==> src/rtl/pipe_chain_pkg.sv <==
// Shared constants and helpers for the elastic pipeline register chain.
//   occ_w()   : width of an occupancy count for a given depth
//   sat_add() : unsigned add clamped to 2^w-1 (w <= 64)
package pipe_chain_pkg;

    // Default geometry for the CPU stage payload chain.
    localparam int unsigned CPU_STAGE_WIDTH = 32;
    localparam int unsigned CPU_STAGE_DEPTH = 5;
    localparam int unsigned CPU_PERF_CNT_W  = 32;

    // Bits needed to count 0..depth valid stages.
    function automatic int unsigned occ_w(input int unsigned depth);
        return $clog2(depth + 1);
    endfunction

    // Saturating add; result clamps at the all-ones value of a w-bit counter.
    function automatic logic [63:0] sat_add(input logic [63:0] a,
                                            input logic [63:0] b,
                                            input int unsigned w);
        logic [64:0] sum;
        logic [64:0] max_v;
        sum   = {1'b0, a} + {1'b0, b};
        max_v = (65'd1 << w) - 65'd1;
        if (sum > max_v) begin
            return max_v[63:0];
        end
        return sum[63:0];
    endfunction

endpackage

==> src/rtl/pipe_stage_slot.sv <==
// One stage of the elastic chain: a valid bit plus payload register.
// Ports:
//   clk, rst        clock, async active-high reset
//   up_valid_i      entry offered by the previous stage (or chain input)
//   up_data_i       payload offered by the previous stage
//   flush_i         kill this stage this cycle
//   down_ready_i    next stage (or chain output) can take our entry
//   valid_o/data_o  registered valid and payload
//   ready_c_o       stage can accept an entry this cycle (combinational)
//   offer_c_o       stage offers a live (unflushed) entry downstream (combinational)
//   valid_nxt_c_o   valid value after the coming edge (combinational)
module pipe_stage_slot #(
    parameter int unsigned WIDTH = 32
) (
    input  logic             clk,
    input  logic             rst,
    input  logic             up_valid_i,
    input  logic [WIDTH-1:0] up_data_i,
    input  logic             flush_i,
    input  logic             down_ready_i,
    output logic             valid_o,
    output logic [WIDTH-1:0] data_o,
    output logic             ready_c_o,
    output logic             offer_c_o,
    output logic             valid_nxt_c_o
);

    logic             valid_q;
    logic             valid_d;
    logic [WIDTH-1:0] data_q;
    logic [WIDTH-1:0] data_d;
    logic             move;
    logic             load;

    // Handshake and next-state: flush beats both hold and load, and a
    // flushed stage still accepts (then discards) whatever moves in.
    always_comb begin
        offer_c_o = valid_q && !flush_i;
        move      = offer_c_o && down_ready_i;
        ready_c_o = !valid_q || flush_i || move;
        load      = up_valid_i && ready_c_o;
        valid_d   = !flush_i && (load || (valid_q && !move));
        data_d    = load ? up_data_i : data_q;
        valid_nxt_c_o = valid_d;
    end

    always_ff @(posedge clk or posedge rst) begin
        if (rst) begin
            valid_q <= 1'b0;
            data_q  <= '0;
        end else begin
            valid_q <= valid_d;
            data_q  <= data_d;
        end
    end

    assign valid_o = valid_q;
    assign data_o  = data_q;

endmodule

==> src/rtl/pipe_stage_chain.sv <==
// Elastic chain of DEPTH pipeline registers with valid/ready backpressure,
// per-stage flush, bubble collapse and per-stage visibility for hazard logic.
// Ports:
//   clk, rst                clock, async active-high reset
//   in_valid/in_ready/in_data     upstream handshake
//   out_valid/out_ready/out_data  downstream handshake (stage DEPTH-1)
//   flush[i]                kill stage i this cycle
//   stage_valid/stage_data  registered per-stage valid and payload
//   occ                     registered count of valid stages
//   stall_cnt/kill_cnt      perf counters
// Build option: define PIPE_CHAIN_PERF_EN to build the saturating perf
// counters; otherwise they read as zero and no counter flops exist.
module pipe_stage_chain
    import pipe_chain_pkg::*;
#(
    parameter int unsigned WIDTH = CPU_STAGE_WIDTH,
    parameter int unsigned DEPTH = CPU_STAGE_DEPTH,
    parameter int unsigned CNT_W = CPU_PERF_CNT_W
) (
    input  logic                     clk,
    input  logic                     rst,
    input  logic                     in_valid,
    output logic                     in_ready,
    input  logic [WIDTH-1:0]         in_data,
    output logic                     out_valid,
    input  logic                     out_ready,
    output logic [WIDTH-1:0]         out_data,
    input  logic [DEPTH-1:0]         flush,
    output logic [DEPTH-1:0]         stage_valid,
    output logic [DEPTH*WIDTH-1:0]   stage_data,
    output logic [occ_w(DEPTH)-1:0]  occ,
    output logic [CNT_W-1:0]         stall_cnt,
    output logic [CNT_W-1:0]         kill_cnt
);

    localparam int unsigned OCC_W = occ_w(DEPTH);

    logic [DEPTH-1:0]            v_q;
    logic [DEPTH-1:0]            offer;
    logic [DEPTH-1:0]            v_nxt;
    logic [DEPTH-1:0][WIDTH-1:0] d_q;
    logic [OCC_W-1:0]            occ_q;
    logic [OCC_W-1:0]            occ_d;

    // Slot chain; ready ripples combinationally from out_ready back to in_ready.
    for (genvar i = 0; i < DEPTH; i++) begin : g_slot
        logic             up_valid;
        logic [WIDTH-1:0] up_data;
        logic             dn_ready;
        logic             rdy_c;

        if (i == 0) begin : g_head
            assign up_valid = in_valid;
            assign up_data  = in_data;
        end else begin : g_body
            assign up_valid = offer[i-1];
            assign up_data  = d_q[i-1];
        end

        if (i == DEPTH - 1) begin : g_tail
            assign dn_ready = out_ready;
        end else begin : g_link
            assign dn_ready = g_slot[i+1].rdy_c;
        end

        pipe_stage_slot #(
            .WIDTH(WIDTH)
        ) u_slot (
            .clk          (clk),
            .rst          (rst),
            .up_valid_i   (up_valid),
            .up_data_i    (up_data),
            .flush_i      (flush[i]),
            .down_ready_i (dn_ready),
            .valid_o      (v_q[i]),
            .data_o       (d_q[i]),
            .ready_c_o    (rdy_c),
            .offer_c_o    (offer[i]),
            .valid_nxt_c_o(v_nxt[i])
        );

        assign stage_data[i*WIDTH +: WIDTH] = d_q[i];
    end

    assign in_ready    = g_slot[0].rdy_c;
    assign out_valid   = offer[DEPTH-1];
    assign out_data    = d_q[DEPTH-1];
    assign stage_valid = v_q;

    // Occupancy tracks the post-edge valid vector so it stays registered.
    always_comb begin
        occ_d = '0;
        for (int k = 0; k < DEPTH; k++) begin
            occ_d = occ_d + OCC_W'(v_nxt[k]);
        end
    end

    always_ff @(posedge clk or posedge rst) begin
        if (rst) begin
            occ_q <= '0;
        end else begin
            occ_q <= occ_d;
        end
    end

    assign occ = occ_q;

`ifdef PIPE_CHAIN_PERF_EN
    logic [CNT_W-1:0] stall_cnt_q;
    logic [CNT_W-1:0] stall_cnt_d;
    logic [CNT_W-1:0] kill_cnt_q;
    logic [CNT_W-1:0] kill_cnt_d;
    logic [OCC_W-1:0] kill_inc;

    // Stall: live output not taken. Kill: valid entries hit by flush.
    always_comb begin
        kill_inc = '0;
        for (int k = 0; k < DEPTH; k++) begin
            kill_inc = kill_inc + OCC_W'(v_q[k] & flush[k]);
        end
        stall_cnt_d = stall_cnt_q;
        if (out_valid && !out_ready) begin
            stall_cnt_d = CNT_W'(sat_add(64'(stall_cnt_q), 64'd1, CNT_W));
        end
        kill_cnt_d = CNT_W'(sat_add(64'(kill_cnt_q), 64'(kill_inc), CNT_W));
    end

    always_ff @(posedge clk or posedge rst) begin
        if (rst) begin
            stall_cnt_q <= '0;
            kill_cnt_q  <= '0;
        end else begin
            stall_cnt_q <= stall_cnt_d;
            kill_cnt_q  <= kill_cnt_d;
        end
    end

    assign stall_cnt = stall_cnt_q;
    assign kill_cnt  = kill_cnt_q;
`else
    assign stall_cnt = '0;
    assign kill_cnt  = '0;
`endif

endmodule

==> config.mk <==
export PLATFORM = sky130hd
export DESIGN_NAME = pipe_stage_chain
export DESIGN_NICKNAME = d
export VERILOG_FILES = /design/src/rtl/pipe_chain_pkg.sv /design/src/rtl/pipe_stage_slot.sv /design/src/rtl/pipe_stage_chain.sv
export SDC_FILE = /design/constraint.sdc
export NUM_CORES = 1
export LEC_CHECK = 0
export BUFFER_PORTS_ARGS = -buffer_cell sky130_fd_sc_hd__buf_4
export CAP_MARGIN = 20
export CELL_PAD_IN_SITES_DETAIL_PLACEMENT = 0
export CELL_PAD_IN_SITES_GLOBAL_PLACEMENT = 1
export CORE_MARGIN = 10
export CORE_UTILIZATION = 40
export CTS_CLUSTER_SIZE = 14
export DETAILED_ROUTE_END_ITERATION = 6
export PLACE_DENSITY = 0.9
export SETUP_SLACK_MARGIN = 0.5
export SLEW_MARGIN = 20
export SYNTH_ARGS = -nofsm -noshare
export SYNTH_HDL_FRONTEND = slang
export SYNTH_SLANG_ARGS = --single-unit
==> constraint.sdc <==
create_clock -name clk -period 11 [get_ports clk]
set_input_delay 2.2 -clock clk [delete_from_list [all_inputs] [get_ports clk]]
set_output_delay 2.2 -clock clk [all_outputs]
set_load 0.05 [all_outputs]
==> run_results.csv, run 1 <==
group,metric,value,unit
logic_synthesis,synth_seq_cells,168,
routing,route.vias.total,4272,
worst_setup_path,cp.arrival,3.35,ns
floorplanning,die_area,23400,um^2
worst_setup_path,regToRegStartpoint,"g_slot[4].u_slot.valid_o",
flow_run,cap_violations,0,
worst_setup_path,crit_type,"in2out",
layout,nFillCells,1464,
layout,antenna_cells,0,
layout,final_area,9300,um^2
floorplanning,ios,307,
worst_hold_path,worstHoldStart,"g_slot[1].u_slot.data_o[4]",
global_route,grt_use_total,15.2,%
clock_network,hold_buffers,0,
global_route,grt_pass1_vias,4786,
clock_network,clk_latency,0.42,ns
worst_setup_path,critPathTopFamily,"simple AND/OR/NAND/NOR gates",
clock_network,cts_resized,0,
sta,max_slew_margin,30.9,%
worst_setup_path,required,8.80,ns
worst_setup_path,startpoint,"flush[4]",
clock_network,post_cts_buffers,0,
power,fin_total_pwr,2080,uW
routing,viasPerCell,4.61,
clock_network,cts-root-buf,"clkbuf_16",
routing,postRouteWirelength,18200,um
clock_network,cts_tree,"done",
floorplanning,core_area,17300,um^2
layout,area_growth,31.5,%
layout,layout_common_cells,"buf_4 (246), dfrtp_1 (168), mux2_2 (124)",
layout,multi_input_area,2300,um^2
worst_setup_path,endpoint_kind,"output pin",
placement,routabilityCongestion,0.799,
sta,fmax,180,MHz
clock_network,cts_made_buffers,17,
floorplanning,die_y,153,um
worst_setup_path,crit_top_cell,"buf_4",
layout,final_util,53.8,%
sta,hold_viol_final,0,
worst_setup_path,critPathBufInv,2,
worst_setup_path,critPathMaxFanout,9,
worst_setup_path,ff2ff_setup_slack,8.37,ns
layout,finish.net_count,733,
outcome,outcome,"finished, final reports clean",
logic_synthesis,synth_cells,475,
sta,fin_crit,5.55,ns
clock_network,clock-sinks,168,
worst_setup_path,slowest_stage,"nor3b_4",
global_route,grt_max_degree,90,
placement,place_worst_setup_slack,5.46,ns
sta,tightest_slew,1.04,ns
worst_setup_path,crit_chain,"buf_4 -> nor3b_4 -> nand3_1 -> buf_4",
global_route,grt.overflow.total,0,
clock_network,path_clk_slew,0.06,ns
worst_hold_path,hold_depth,1,
layout,layout_commonest_cell,"buf_4",
sta,finClkSkew,0.00852,ns
sta,fin_crit_sh,50.5,%
logic_synthesis,synth.cell_area,7070,um^2
clock_network,cts_buffer_depth,2,
worst_setup_path,r2r_cells,6,
placement,dpl_cell_area,8650,um^2
floorplanning,std_cell_rows,48,
power,p_leak,0.00475,uW
routing,wl_per_cell,19.7,um
sta,drv_slew,0,
placement,io_buffer_count,242,
worst_setup_path,cpPeakStageDelay,0.57,ns
worst_setup_path,startpoint_type,"input port",
worst_hold_path,min_path_type,"reg2reg",
worst_hold_path,holdPathEnd,"g_slot[1].u_slot.data_o[4]",
sta,final.setup.tns,0,ns
routing,drt_pre_antenna_iters,4,
floorplanning,start_util,40.9,%
layout,drive_gt1_share,58.7,%
power,powerDensity,223,nW/um^2
layout,final-seq-area,4200,um^2
sta,rsz0062_at_grt,"no",
routing,drc,0,
global_route,antenna_found_initial,0,
logic_synthesis,ys_types,21,
clock_network,htreeDepth,4,
sta,setup_viol,0,
placement,hpwl,13700,um
logic_synthesis,yosysSeqAreaShare,59.4,%
sta,postLayoutSetupSlackWorst,5.45,ns
logic_synthesis,syn_area_per_cell,14.9,um^2
logic_synthesis,ys_warn_count,0,
worst_setup_path,worstReg2RegEnd,"occ[1]",
power,ir_drop,0.146,mV
floorplanning,die_w,153,um
routing,ant_nets,0,
global_route,grt_first_pass_wirelength,28300,um
routing,drt-initial-drc-count,110,
synth_stat cells, drive strengths merged:
cell type | count | area share, %
buf | 116 | 12
o21ai | 2 | 0.14
nand2b | 5 | 0.44
nand2 | 1 | 0.053
nand3 | 3 | 0.21
ha | 1 | 0.18
dfrtp | 168 | 59
nor3b | 1 | 0.27
nor4bb | 1 | 0.14
nor2b | 2 | 0.18
and4bb | 1 | 0.18
a21oi | 5 | 0.35
a31o | 1 | 0.12
mux2 | 160 | 25
conb | 1 | 0.053
inv | 3 | 0.16
a41oi | 1 | 0.23
fa | 2 | 0.57
nor2 | 1 | 0.053
metrics by stage:
stage	std cells	hold slack (ns)
floorplan	538	0.574
global placement	893	0.493
detailed placement	893	0.499
CTS	925	0.513
global route	927	0.527
finish	927	0.508
layer usage:
metal	share of wire [%]	track usage (%)	up-vias
met5	0	0	-
met4	1.8	5.77	0
met3	8.1	6.20	18
met2	51	25.9	178
met1	39	16.7	2183
li1	-	-	1893
worst max path at each step:
stage / end / slack (ns) / depth (start not counted)
3_5_place_dp: in_ready / 5.46 / 4
3_3_place_gp: in_ready / 5.50 / 4
2_1_floorplan: g_slot[0].u_slot.data_o[0] / 4.25 / 1
6_report: in_ready / 5.45 / 4
5_1_grt: in_ready / 5.41 / 4
4_1_cts: in_ready / 5.45 / 4
cell families (layout without fill, tap and decap cells):
group | count (synthesis) | after routing | synth area share [%]
compound gates | 9 | 9 | 0.849
fa+ha+maj | 3 | 3 | 0.743
buf+inv | 119 | 283 | 11.9
flops | 168 | 168 | 59.4
mux | 160 | 160 | 25.5
other cells | 1 | 64 | 0.0530
simple gates | 15 | 15 | 1.52
report_power, final:
group	total, uW	leakage (uW)	switching, uW	internal (uW)
sequential	791	0.00215	78.2	713
clock	596	0.000291	247	349
combinational	690	0.00231	493	197
worst reg2reg max path, cell delays in order, from the launching register on:
cell	delay (ns)
dfrtp_1	0.39
nor3b_4	0.59
nand3_1	0.20
o21ai_0	0.20
fa_1	0.49
fa_1	0.37
ha_1	0.27
sequential cells by signal (all words and copies together) (netlist names):
signal / flops
occ: 3
g_slot.u_slot.data_o: 160
g_slot.u_slot.valid_o: 5
cell type report:
class	count	area share (%)
Clock buffer	19	4.87
Clock inverter	13	1.53
Inverter	3	0.175
Multi-Input combinational cell	251	24.8
Sequential cell	168	45.2
Tap cell	225	3.03
Timing Repair Buffer	248	20.4
(Power assumes the default switching activity.)
==> run 2: changes to the inputs <==
--- a/config.mk
+++ b/config.mk
@@ -10,10 +10,10 @@
 export CELL_PAD_IN_SITES_DETAIL_PLACEMENT = 0
 export CELL_PAD_IN_SITES_GLOBAL_PLACEMENT = 1
 export CORE_MARGIN = 10
-export CORE_UTILIZATION = 40
+export CORE_UTILIZATION = 34
 export CTS_CLUSTER_SIZE = 14
 export DETAILED_ROUTE_END_ITERATION = 6
-export PLACE_DENSITY = 0.9
+export PLACE_DENSITY = 0.82
 export SETUP_SLACK_MARGIN = 0.5
 export SLEW_MARGIN = 20
 export SYNTH_ARGS = -nofsm -noshare
==> constraint.sdc (replaced) <==
create_clock -name clk -period 5 [get_ports clk]
set_input_delay 1 -clock clk [delete_from_list [all_inputs] [get_ports clk]]
set_output_delay 1 -clock clk [all_outputs]
set_load 0.05 [all_outputs]
==> run_results.csv, run 2 (same netlist as run 1, synthesis figures left out) <==
group,metric,value,unit
global_route,antenna_found_initial,0,
worst_hold_path,min_path_type,"reg2reg",
layout,nFillCells,1890,
worst_setup_path,cp.arrival,2.17,ns
routing,postRouteWirelength,18400,um
placement,dpl_cell_area,8750,um^2
clock_network,hold_buffers,0,
clock_network,cts_resized,0,
placement,io_buffer_count,242,
sta,fin_crit_sh,63.5,%
sta,tightest_slew,1.01,ns
sta,max_slew_margin,32.8,%
layout,antenna_cells,0,
global_route,grt_pass1_vias,4619,
clock_network,cts_tree,"done",
power,powerDensity,487,nW/um^2
layout,multi_input_area,2300,um^2
clock_network,clk_latency,0.41,ns
sta,final.setup.tns,0,ns
placement,routabilityCongestion,0.747,
worst_setup_path,startpoint_type,"input port",
sta,drv_slew,0,
layout,drive_gt1_share,58.3,%
sta,setup_viol,0,
global_route,grt_max_degree,85,
sta,fin_crit,3.17,ns
layout,final_area,9330,um^2
global_route,grt_use_total,13.3,%
layout,largest_register_ffs,160,
routing,route.vias.total,4239,
floorplanning,die_area,27000,um^2
routing,wl_per_cell,19.0,um
layout,layout_commonest_cell,"buf_4",
global_route,grt.overflow.total,0,
layout,layout_common_cells,"buf_4 (246), dfrtp_1 (168), mux2_2 (124)",
floorplanning,ios,307,
sta,fmax,315,MHz
worst_setup_path,required,4.00,ns
floorplanning,core_area,20400,um^2
floorplanning,std_cell_rows,52,
sta,hold_viol_final,0,
placement,hpwl,14200,um
floorplanning,start_util,34.7,%
routing,drt_pre_antenna_iters,4,
clock_network,clock-sinks,168,
layout,final-seq-area,4200,um^2
sta,finClkSkew,0.00934,ns
routing,viasPerCell,4.36,
layout,area_growth,31.9,%
power,ir_drop,0.264,mV
worst_setup_path,crit_type,"in2out",
clock_network,htreeDepth,4,
clock_network,path_clk_slew,0.06,ns
global_route,grt_first_pass_wirelength,27900,um
floorplanning,die_w,164,um
power,p_leak,0.00471,uW
flow_run,cap_violations,0,
routing,drt-initial-drc-count,128,
clock_network,cts_buffer_depth,2,
worst_setup_path,endpoint_kind,"output pin",
clock_network,post_cts_buffers,0,
routing,ant_nets,0,
sta,rsz0062_at_grt,"no",
routing,drc,0,
outcome,outcome,"finished, final reports clean",
floorplanning,die_y,164,um
clock_network,cts_made_buffers,17,
clock_network,cts-root-buf,"clkbuf_16",
layout,finish.net_count,733,
worst_setup_path,critPathMaxFanout,9,
run 2: cell types whose count changed in the layout (fill, tap and decap cells not counted), moves of 2 or more:
cell        change
clkinvlp_4      +5
clkbuf_8        -2
clkinv_2        -3
clkbuf_1        +3
inv_6           -3
run 2: report_power, final:
group,total (uW),internal [uW],leakage [uW],switching [uW]
Combinational,1520,432,0.00230,1080
Clock,1290,744,0.000261,548
Sequential,1740,1570,0.00215,167
Total,4540,2740,0.00471,1800
run 2: worst max-delay path, cell delays in order:
cell,delay [ns]
buf_4,0.13
nor3b_4,0.59
nand3_1,0.20
buf_4,0.25
run 2: per-stage QoR:
stage	std cells	hold WS, ns	setup slack [ns]	utilization [%]	power (uW)
2_1_floorplan	538	0.574	1.69	-	2810
4_1_cts	972	0.521	1.81	45.8	4610
6_report	972	0.511	1.83	45.8	4540
5_1_grt	972	0.538	1.75	45.8	4750
3_5_place_dp	940	0.505	1.57	43.0	3290
3_3_place_gp	939	0.493	1.63	42.9	3280
run 2: area by class of cell:
type                    count  area share, %
flip-flops and latches    168           45.0
repair buffers            248           20.3
inverters                   3          0.161
clock inverters            12           1.53
clock buffers              20           4.68
well taps                 270           3.62
multi-input cells         251           24.7
run 2: layer usage:
layer / global-route usage (%) / up-vias / wire length [um]
li1: - / 1898 / -
met1: 15.3 / 2180 / 7100
met2: 22.7 / 152 / 9560
met3: 4.78 / 9 / 1560
met4: 3.94 / 0 / 206
met5: 0 / - / 0
run 2: worst paths after layout:
kind / start / to / slack, ns / cells after the start
min in group asynchronous: rst / g_slot[0].u_slot.data_o[2] / 0.78 / 2
setup / recovery: flush[4] / in_ready / 1.83 / 4
hold reg to reg: g_slot[1].u_slot.data_o[7] / g_slot[1].u_slot.data_o[7] / 0.51 / 1
max in group asynchronous: rst / occ[0] / 3.15 / 3
hold / removal: g_slot[1].u_slot.data_o[7] / g_slot[1].u_slot.data_o[7] / 0.51 / 1
setup reg to reg: g_slot[4].u_slot.valid_o / occ[1] / 2.34 / 6
==> run 3: changes to the inputs <==
--- a/config.mk
+++ b/config.mk
@@ -5,15 +5,16 @@
 export SDC_FILE = /design/constraint.sdc
 export NUM_CORES = 1
 export LEC_CHECK = 0
+export ABC_AREA = 1
 export BUFFER_PORTS_ARGS = -buffer_cell sky130_fd_sc_hd__buf_4
 export CAP_MARGIN = 20
 export CELL_PAD_IN_SITES_DETAIL_PLACEMENT = 0
 export CELL_PAD_IN_SITES_GLOBAL_PLACEMENT = 1
 export CORE_MARGIN = 10
-export CORE_UTILIZATION = 34
+export CORE_UTILIZATION = 35
 export CTS_CLUSTER_SIZE = 14
 export DETAILED_ROUTE_END_ITERATION = 6
-export PLACE_DENSITY = 0.82
+export PLACE_DENSITY = 0.85
 export SETUP_SLACK_MARGIN = 0.5
 export SLEW_MARGIN = 20
 export SYNTH_ARGS = -nofsm -noshare
==> constraint.sdc (replaced) <==
create_clock -name clk -period 3.3 [get_ports clk]
set_input_delay 0.66 -clock clk [delete_from_list [all_inputs] [get_ports clk]]
set_output_delay 0.66 -clock clk [all_outputs]
set_load 0.05 [all_outputs]
==> run_results.csv, run 3 <==
group,metric,value,unit
logic_synthesis,synthTopCellsByArea,"dfrtp_1 (57%), nand2_1 (12%), buf_4 (11%)",
logic_synthesis,ys_top_cells_by_count,"nand2_1 (236), dfrtp_1 (168), nand3_1 (105)",
layout,finish.net_count,1022,
power,ir_drop,0.327,mV
worst_setup_path,critPathMaxFanout,34,
power,powerDensity,723,nW/um^2
worst_setup_path,critPathTopFamily,"buffers and inverters",
clock_network,clock-sinks,168,
logic_synthesis,ys_warn_count,0,
floorplanning,die_y,165,um
logic_synthesis,async_flop_share,100,%
layout,final-seq-area,4200,um^2
logic_synthesis,synth.cell_area,7340,um^2
power,p_seq_share,37.9,%
logic_synthesis,synth_seq_cells,168,
layout,final_util,46.4,%
worst_setup_path,endpoint_kind,"output pin",
routing,drt-initial-drc-count,498,
floorplanning,start_util,36.0,%
worst_setup_path,crit_type,"reg2out",
sta,fin_crit,2.50,ns
logic_synthesis,syn_area_per_cell,9.37,um^2
layout,layout_common_cells,"buf_4 (250), nand2_1 (236), dfrtp_1 (168)",
sta,fmax,400,MHz
flow_run,cap_violations,0,
layout,area_growth,29.1,%
floorplanning,std_cell_rows,52,
routing,wirelength_met1,9080,um
global_route,grt_max_degree,56,
routing,drt_pre_antenna_iters,4,
placement,place_inst,1229,
power,p_leak,0.00530,uW
worst_setup_path,required,2.64,ns
sta,max_slew_margin,36.6,%
power,p_switching,2800,uW
sta,fin_crit_sh,75.8,%
worst_setup_path,startpoint_type,"flip-flop",
layout,antenna_cells,0,
clock_network,htreeDepth,4,
clock_network,cts_tree,"done",
placement,io_buffer_count,242,
clock_network,cts_resized,0,
logic_synthesis,synth-edff-count,0,
placement,hpwl,16700,um
sta,rsz0062_at_grt,"no",
global_route,antenna_found_initial,0,
logic_synthesis,ys.flop_type,"dfrtp_1",
floorplanning,die_area,27200,um^2
layout,nFillCells,2000,
layout,drive_gt1_share,31.2,%
worst_setup_path,cp.arrival,1.84,ns
clock_network,hold_buffers,0,
worst_setup_path,crit_chain,"inv_1 -> nor2_4 -> nand4_4 -> buf_4 -> buf_4",
floorplanning,core_area,20400,um^2
power,p_int,4060,uW
clock_network,cts-root-buf,"clkbuf_16",
logic_synthesis,yosysSeqAreaShare,57.2,%
routing,routed.top_layer,"met4",
layout,stdcell_count,1261,
logic_synthesis,synth_cells,784,
routing,met2WireLength,10800,um
outcome,outcome,"finished, final reports clean",
routing,viasPerCell,4.45,
sta,final.setup.tns,0,ns
worst_setup_path,slowest_stage,"dfrtp_1",
floorplanning,die_w,165,um
worst_setup_path,crit_top_cell,"buf_4",
sta,drv_slew,0,
routing,route.vias.total,5614,
global_route,grt.overflow.total,0,
routing,postRouteWirelength,21700,um
sta,setup_viol,0,
routing,drc,0,
sta,tightest_slew,0.947,ns
logic_synthesis,post-synth-top-area-cell,"dfrtp_1",
global_route,grt_pass1_vias,5709,
worst_setup_path,r2r_cells,7,
worst_setup_path,critPathBufInv,3,
layout,multi_input_area,2270,um^2
clock_network,path_clk_slew,0.07,ns
routing,wl_per_cell,17.2,um
worst_setup_path,regToRegStartpoint,"g_slot[3].u_slot.valid_o",
sta,hold-worst-slack,0.392,ns
power,combPwrFrac,32.9,%
placement,routabilityCongestion,0.810,
routing,ant_nets,0,
worst_hold_path,min_path_type,"in2async",
routing,dr_wl_met3,1300,um
logic_synthesis,synth.most_common_cell,"nand2_1",
power,swShare,40.8,%
clock_network,cts_buffer_depth,2,
worst_setup_path,cpPeakStageDelay,0.35,ns
power,p_clk_share,29.1,%
clock_network,cts_made_buffers,17,
worst_setup_path,ff2ff_setup_slack,1.00,ns
clock_network,clk_latency,0.43,ns
global_route,grt_use_total,15.4,%
layout,layout_commonest_cell,"buf_4",
floorplanning,ios,307,
logic_synthesis,synth_top_area_share,57.2,%
global_route,grt_first_pass_wirelength,32800,um
sta,finClkSkew,0.0117,ns
clock_network,post_cts_buffers,0,
power,fin_total_pwr,6860,uW
logic_synthesis,ys_types,24,
worst_setup_path,worstReg2RegEnd,"occ[1]",
layout,largest_register_ffs,160,
sta,hold_viol_final,0,
==> run 3: layout make-up <==
class	instances	area share [%]
sequential	168	44.3
multi-input combinational	504	24.0
timing repair buffer	253	20.4
clock buffer	19	4.78
tap	270	3.56
clock inverter	13	1.50
inverter	34	1.39
==> run 3: kinds of logic (layout without fill, tap and decap cells) <==
family          Yosys count  after routing  share of synthesized area (%)
compound gates           50             50                           3.48
fa+ha+maj                 3              3                          0.715
buf+inv                 175            319                           15.0
flops                   168            168                           57.2
mux                       9              9                           1.38
other cells               1             64                         0.0511
simple gates            378            378                           22.1
==> run 3: power groups by stage <==
stage | logic (uW) | registers, uW | clock network, uW
after global placement | 2260 | 2630 | 0
after detailed placement | 2280 | 2640 | 0
final | 2260 | 2600 | 2000
after global routing | 2370 | 2640 | 2130
after CTS | 2280 | 2600 | 2040
after floorplan | 645 | 3580 | 0
==> run 3: through the flow <==
step	setup WS, ns	instance area (um^2)
final	0.799	9480
after CTS	0.778	9480
after global placement	0.594	8880
after floorplan	0.499	7580
after global routing	0.664	9480
after detailed placement	0.563	8880
==> run 3: worst max path at each step <==
stage | start | endpoint | slack (ns) | depth (start not counted)
4_1_cts | g_slot[2].u_slot.valid_o | in_ready | 0.78 | 5
3_5_place_dp | flush[3] | occ[1] | 0.56 | 9
2_1_floorplan | rst | g_slot[0].u_slot.data_o[0] | 0.50 | 1
3_3_place_gp | out_ready | occ[1] | 0.59 | 9
5_1_grt | g_slot[2].u_slot.valid_o | in_ready | 0.66 | 5
6_report | g_slot[2].u_slot.valid_o | in_ready | 0.80 | 5
==> run 3: routing by layer <==
metal  global-route usage, %  vias up
met3                    3.56       28
met2                    25.7      196
met5                       0        -
met1                    19.0     2678
li1                        -     2712
met4                    6.12        0
